`src/rtl/serial_sub_ctrl_if.sv`:
```
// serial_sub_ctrl_if
// Bundles the operand handshake, the result handshake and the control
// strobes of the bit-serial subtractor controller.
//   in_valid/in_ready  : operand handshake (a, b, bin_init sampled on accept)
//   out_valid/out_ready: result handshake (diff, bout held until accepted)
//   busy               : controller is in RUN or DONE
//   clr                : synchronous abort back to IDLE
// Modports: master = requester/consumer side, slave = controller side.
interface serial_sub_ctrl_if #(
    parameter int WIDTH = 8
);
    logic             in_valid;
    logic             in_ready;
    logic [WIDTH-1:0] a;
    logic [WIDTH-1:0] b;
    logic             bin_init;
    logic             out_valid;
    logic             out_ready;
    logic [WIDTH-1:0] diff;
    logic             bout;
    logic             busy;
    logic             clr;

    modport master (
        output in_valid, a, b, bin_init, out_ready, clr,
        input  in_ready, out_valid, diff, bout, busy
    );

    modport slave (
        input  in_valid, a, b, bin_init, out_ready, clr,
        output in_ready, out_valid, diff, bout, busy
    );
endinterface

```
`src/rtl/serial_sub_ctrl.sv`:
```
// serial_sub_ctrl
// Bit-serial subtractor: diff = a - b - bin_init (mod 2^WIDTH), bout = final
// borrow. One full-subtract step per clock, LSB first, borrow kept in a flop.
// Ports:
//   clk  : rising-edge clock
//   rst  : asynchronous active-high reset
//   bus  : serial_sub_ctrl_if.slave (operand/result handshakes, busy, clr)
// All outputs are registered; no combinational path from in_valid or
// out_ready to any output.
module serial_sub_ctrl #(
    parameter  int WIDTH = 8,
    localparam int CW    = $clog2(WIDTH)
) (
    input logic              clk,
    input logic              rst,
    serial_sub_ctrl_if.slave bus
);
    typedef enum logic [1:0] {
        IDLE = 2'd0,
        RUN  = 2'd1,
        DONE = 2'd2
    } state_t;

    state_t           state_reg;
    state_t           state_next;
    logic [WIDTH-1:0] sra_reg;
    logic [WIDTH-1:0] srb_reg;
    logic [WIDTH-1:0] diff_reg;
    logic [CW-1:0]    cnt_reg;
    logic             brw_reg;
    logic             bout_reg;
    logic             in_ready_reg;
    logic             out_valid_reg;
    logic             busy_reg;

    logic             accept;
    logic             last_step;
    logic             d_bit;
    logic             nb_bit;

    // Next state and single-bit full-subtract step.
    always_comb begin
        d_bit      = sra_reg[0] ^ srb_reg[0] ^ brw_reg;
        nb_bit     = (~sra_reg[0] & srb_reg[0]) | (~(sra_reg[0] ^ srb_reg[0]) & brw_reg);
        // Decoding WIDTH-1 rather than relying on counter wrap keeps the
        // step count exact for non-power-of-2 widths.
        last_step  = (state_reg == RUN) && (cnt_reg == CW'(WIDTH - 1));
        accept     = 1'b0;
        state_next = state_reg;
        case (state_reg)
            IDLE: begin
                if (bus.in_valid && in_ready_reg) begin
                    accept     = 1'b1;
                    state_next = RUN;
                end
            end
            RUN: begin
                if (last_step) begin
                    state_next = DONE;
                end
            end
            DONE: begin
                if (out_valid_reg && bus.out_ready) begin
                    state_next = IDLE;
                end
            end
            default: state_next = IDLE;
        endcase
        // Abort wins over every transition, including an accept in IDLE.
        if (bus.clr) begin
            accept     = 1'b0;
            state_next = IDLE;
        end
    end

    always_ff @(posedge clk or posedge rst) begin
        if (rst) begin
            state_reg     <= IDLE;
            sra_reg       <= '0;
            srb_reg       <= '0;
            diff_reg      <= '0;
            cnt_reg       <= '0;
            brw_reg       <= 1'b0;
            bout_reg      <= 1'b0;
            in_ready_reg  <= 1'b1;
            out_valid_reg <= 1'b0;
            busy_reg      <= 1'b0;
        end else begin
            state_reg     <= state_next;
            // Handshake flags are decoded from the next state so they line
            // up with the state register without extra latency.
            in_ready_reg  <= (state_next == IDLE);
            busy_reg      <= (state_next != IDLE);
            out_valid_reg <= (state_next == DONE);
            if (bus.clr) begin
                // diff is left as-is; it is meaningless while out_valid=0.
                bout_reg <= 1'b0;
            end else if (accept) begin
                sra_reg  <= bus.a;
                srb_reg  <= bus.b;
                brw_reg  <= bus.bin_init;
                cnt_reg  <= '0;
                diff_reg <= '0;
            end else if (state_reg == RUN) begin
                brw_reg  <= nb_bit;
                sra_reg  <= sra_reg >> 1;
                srb_reg  <= srb_reg >> 1;
                diff_reg <= {d_bit, diff_reg[WIDTH-1:1]};
                if (last_step) begin
                    bout_reg <= nb_bit;
                end else begin
                    cnt_reg <= cnt_reg + 1'b1;
                end
            end
        end
    end

    assign bus.in_ready  = in_ready_reg;
    assign bus.out_valid = out_valid_reg;
    assign bus.busy      = busy_reg;
    assign bus.diff      = diff_reg;
    assign bus.bout      = bout_reg;
endmodule

```
`src/flat_wrapper.sv`:
```
// flat-port wrapper written by rule: the top's interface ports become plain ports
module serial_sub_ctrl_flat 
#(
    parameter  int WIDTH = 8,
    localparam int CW    = $clog2(WIDTH)
)
  (clk, rst, bus_in_valid, bus_a, bus_b, bus_bin_init, bus_out_ready, bus_clr, bus_in_ready, bus_out_valid, bus_diff, bus_bout, bus_busy);
  serial_sub_ctrl_if #(.WIDTH(WIDTH)) bus_i ();
  input logic clk;
  input logic rst;
  input wire logic [$bits(bus_i.in_valid)-1:0] bus_in_valid;
  input wire logic [$bits(bus_i.a)-1:0] bus_a;
  input wire logic [$bits(bus_i.b)-1:0] bus_b;
  input wire logic [$bits(bus_i.bin_init)-1:0] bus_bin_init;
  input wire logic [$bits(bus_i.out_ready)-1:0] bus_out_ready;
  input wire logic [$bits(bus_i.clr)-1:0] bus_clr;
  output wire logic [$bits(bus_i.in_ready)-1:0] bus_in_ready;
  output wire logic [$bits(bus_i.out_valid)-1:0] bus_out_valid;
  output wire logic [$bits(bus_i.diff)-1:0] bus_diff;
  output wire logic [$bits(bus_i.bout)-1:0] bus_bout;
  output wire logic [$bits(bus_i.busy)-1:0] bus_busy;
  assign bus_i.in_valid = bus_in_valid;
  assign bus_i.a = bus_a;
  assign bus_i.b = bus_b;
  assign bus_i.bin_init = bus_bin_init;
  assign bus_i.out_ready = bus_out_ready;
  assign bus_i.clr = bus_clr;
  assign bus_in_ready = bus_i.in_ready;
  assign bus_out_valid = bus_i.out_valid;
  assign bus_diff = bus_i.diff;
  assign bus_bout = bus_i.bout;
  assign bus_busy = bus_i.busy;
  serial_sub_ctrl #(.WIDTH(WIDTH)) u_core (.clk(clk), .rst(rst), .bus(bus_i));
endmodule
```
`config.mk`:
```
export PLATFORM = sky130hd
export DESIGN_NAME = serial_sub_ctrl_flat
export DESIGN_NICKNAME = d
export VERILOG_FILES = /design/src/rtl/serial_sub_ctrl_if.sv /design/src/rtl/serial_sub_ctrl.sv /design/src/flat_wrapper.sv
export SDC_FILE = /design/constraint.sdc
export NUM_CORES = 1
export LEC_CHECK = 0
export BUFFER_PORTS_ARGS = -buffer_cell sky130_fd_sc_hd__buf_4
export CAP_MARGIN = 30
export CORE_ASPECT_RATIO = 1.4
export CORE_MARGIN = 2
export CORE_UTILIZATION = 48
export DETAILED_ROUTE_END_ITERATION = 10
export HOLD_SLACK_MARGIN = 0.03
export PLACE_DENSITY_LB_ADDON = 0.3
export SYNTH_ARGS = -nofsm -noshare
export SYNTH_HDL_FRONTEND = slang
export SYNTH_SLANG_ARGS = --single-unit
export TNS_END_PERCENT = 1
```
`constraint.sdc`:
```
create_clock -name clk -period 1.49 [get_ports clk]
set_input_delay 0.0745 -clock clk [delete_from_list [all_inputs] [get_ports clk]]
set_output_delay 0.0745 -clock clk [all_outputs]
set_load 0.05 [all_outputs]
```
==> key figures <==
Synthesis
  – Mean Syn Cell Area: between 10 and 15 um2
  – Netlist Area Pre-Place: about 0.0017 mm2
  – Synth warn: 0
  – Syn_nets: about 160
  – #FFs+latches synth: 34
  – Distinct cells, synth: 36
  – Post-Syn Instances: between 100 and 150
  – Register area share after synthesis: 0.509

CTS
  – Setup bufs post-CTS: 0
  – CTS tree: done
  – H-tree depth: 2
  – Clock slew at reported path FFs: 70 ps
  – Num CTS Buffers: 5
  – Worst-Skew Late Latency: a little under 300 ps
  – CTS root buf: clkbuf_8
  – CTS max path bufs: 2
  – Clock Sinks: 34

Run
  – Max-Cap Viols: 0

Worst setup path
  – Number of buffer and inverter stages on the critical path: 0
  – Slowest-stage cell, CP: dfrtp_1
  – CP Cell Sequence: ha_1 > ha_2 > and3b_2 > a31oi_4 > o21ba_1
  – CP required: roughly 1700 ps
  – CP endpoint kind: register
  – Critical path class: register to register
  – R2r startpoint: u_core.cnt_reg[1]
  – Crit path max-delay family: adder cells
  – WP data arrival: between 1500 and 2000 ps
  – Startpoint types: register
  – Slowest cell delay on critical path: just over 400 ps
  – CP Max Fanout: 8
  – Critical path startpoint: u_core.cnt_reg[1]

Die
  – Io pins: 34
  – Die height: about 74 um
  – DIE AREA: 0.00398 mm2
  – Starting density of the core: 0.500
  – Core box area: between 0.003 and 0.004 mm2
  – Die X: about 54 um
  – Row count: 25

Pwr
  – Total power: around 2.8 mW
  – LEAKAGE: ~1 nW
  – Worst VDD drop: approximately 0.86 mV
  – PD cells: between 1000 and 1500 mW/mm2

STA
  – Relative slew slack: 0.680
  – FMAX: ~0.7 GHz
  – Final min period: around 1400 ps
  – Clk_skew: slightly below 7 ps
  – Final Hold Fails: 0
  – Fin. max-slew vios: 0
  – Setup violators final: 0
  – Unrepaired setup endpoints after global routing: true
  – Period utilization: 0.967
  – Least-Margin Pin Slew: 479 ps
  – Hold slack final: approximately 50 ps

Worst hold path
  – HP Start: bus_a[6]
  – Type of the most critical hold path: input pin to register

Place
  – Dpl hpwl: 2520 um
  – Placer Congestion: between 0.8 and 0.9
  – I/O Buffers: 33

Drt
  – Via density: 5.83
  – Antenna viol nets, final: 0
  – DR DRC count: 0
  – Via Count: 1311
  – Total Routed Length: around 3600 um
  – Initial DRC Count: 19
  – TritonRoute pass-1 iters: 4
  – Routed len/inst: 16.0 um

Layout
  – Synth-to-Final Area Change: 29.8%
  – Share of cells above drive strength 1: 0.405
  – Fin nets: about 210
  – Antenna diodes: 0
  – Finished Core Util: 0.649

Global route
  – First-pass GRT wire length: 6110 um
  – GRT Total Usage: 0.214
  – Grt total ovfl: 0
  – Vias in the first global route: around 1300
  – Largest net degree at the start of global routing: 35
  – Initial antenna violation count: 0

Outcome
  – Status: complete, no violations
[worst register-to-register path: stages, from the launching register on]
cell	delay, ps
dfrtp_1	410
ha_1	190
ha_2	220
and3b_2	250
a31oi_4	180
o21ba_1	140
[logic make-up (layout without fill, tap and decap cells)]
group,count (synthesis),count (layout),synth area share
buf+inv,14,63,0.0531
simple gates,33,33,0.106
compound gates,52,52,0.305
fa+ha+maj,3,3,0.0269
flops,34,34,0.509
[Yosys cell counts]
cell / n / area [um2]
nor4_1: 1 / 6.26
dfstp_2: 1 / 26.3
a2bb2oi_2: 7 / 105
nand2_1: 3 / 11.3
a22oi_1: 4 / 30.0
or2_1: 1 / 6.26
a2bb2oi_1: 4 / 35.0
buf_2: 2 / 10.0
nor2_1: 17 / 63.8
o221a_1: 10 / 113
nor4b_1: 2 / 17.5
nand3_2: 1 / 10.0
and3b_1: 1 / 8.76
a22o_1: 11 / 96.3
o221a_2: 2 / 22.5
and2_1: 1 / 6.26
nor2_4: 2 / 22.5
buf_6: 3 / 33.8
nand2b_1: 1 / 6.26
o21ai_2: 1 / 8.76
nand2_2: 1 / 6.26
dfrtp_1: 33 / 826
a21oi_1: 4 / 20.0
o21bai_1: 1 / 7.51
inv_2: 1 / 3.75
ha_1: 2 / 25.0
nor3_1: 1 / 5.00
nand3b_1: 1 / 7.51
o2bb2ai_1: 4 / 35.0
a211oi_1: 1 / 7.51
inv_1: 5 / 18.8
buf_4: 3 / 22.5
a31oi_2: 1 / 12.5
o21ba_1: 1 / 10.0
o31ai_1: 1 / 7.51
fa_1: 1 / 20.0
[layer usage]
metal	GRT usage	share of wire
met4	0.0912	0.018
met1	0.265	0.41
met2	0.343	0.54
met5	0	0
met3	0.0610	0.035
[cells in the final DEF, fill, tap and decap left out, types with 4 or more instances in the layout]
cell type,instances
clkbuf_8,6
dlygate4sd3_1,4
buf_4,45
a22oi_1,4
nor2_1,17
a2bb2oi_2,7
o221a_1,10
a22o_1,11
inv_1,5
dfrtp_1,33
o2bb2ai_1,4
a2bb2oi_1,4
[power by group]
group / total [mW] / switching, mW / internal (mW)
registers: 1.27 / 0.159 / 1.11
clock network: 0.710 / 0.337 / 0.373
logic: 0.849 / 0.407 / 0.442
total: 2.82 / 0.903 / 1.92
[stage by stage]
stage	cells	TNS [ps]	setup WS, ps	area [um2]
2_1_floorplan	136	0	13.2	1680
3_3_place_gp	213	0	45.5	2000
3_5_place_dp	213	-3.13	-3.13	2000
4_1_cts	225	0	9.62	2140
5_1_grt	225	-16.6	-9.32	2170
6_report	225	0	49.0	2170
[path summary, 6_finish.rpt]
path	slack (ps)	end	cells after the start
worst min register to register	530	u_core.sra_reg[7]	1
worst max-delay path	50	u_core.bus.in_ready	5
worst min-delay path	50	u_core.sra_reg[6]	2
worst max register to register	50	u_core.bus.in_ready	5
max in group asynchronous	720	u_core.bus.in_ready	4
min in group asynchronous	430	u_core.sra_reg[6]	4
[cell type report]
| class | instances | area (um2) |
|---|---|---|
| Tap cell | 40 | 50.0 |
| Fill cell | 260 | 1170 |
| Inverter | 6 | 22.5 |
| Clock inverter | 1 | 5.00 |
| Multi-Input combinational cell | 88 | 779 |
| Clock buffer | 7 | 86.3 |
| Timing Repair Buffer | 49 | 378 |
| Sequential cell | 34 | 852 |
[timing repair]
item	4_1_cts	5_1_grt
gates resized for setup	1	7
setup endpoints to repair	2	14
endpoints found under the hold margin	37	0
hold buffers	4	0
Note: power is estimated with default switching activity, not from simulation.
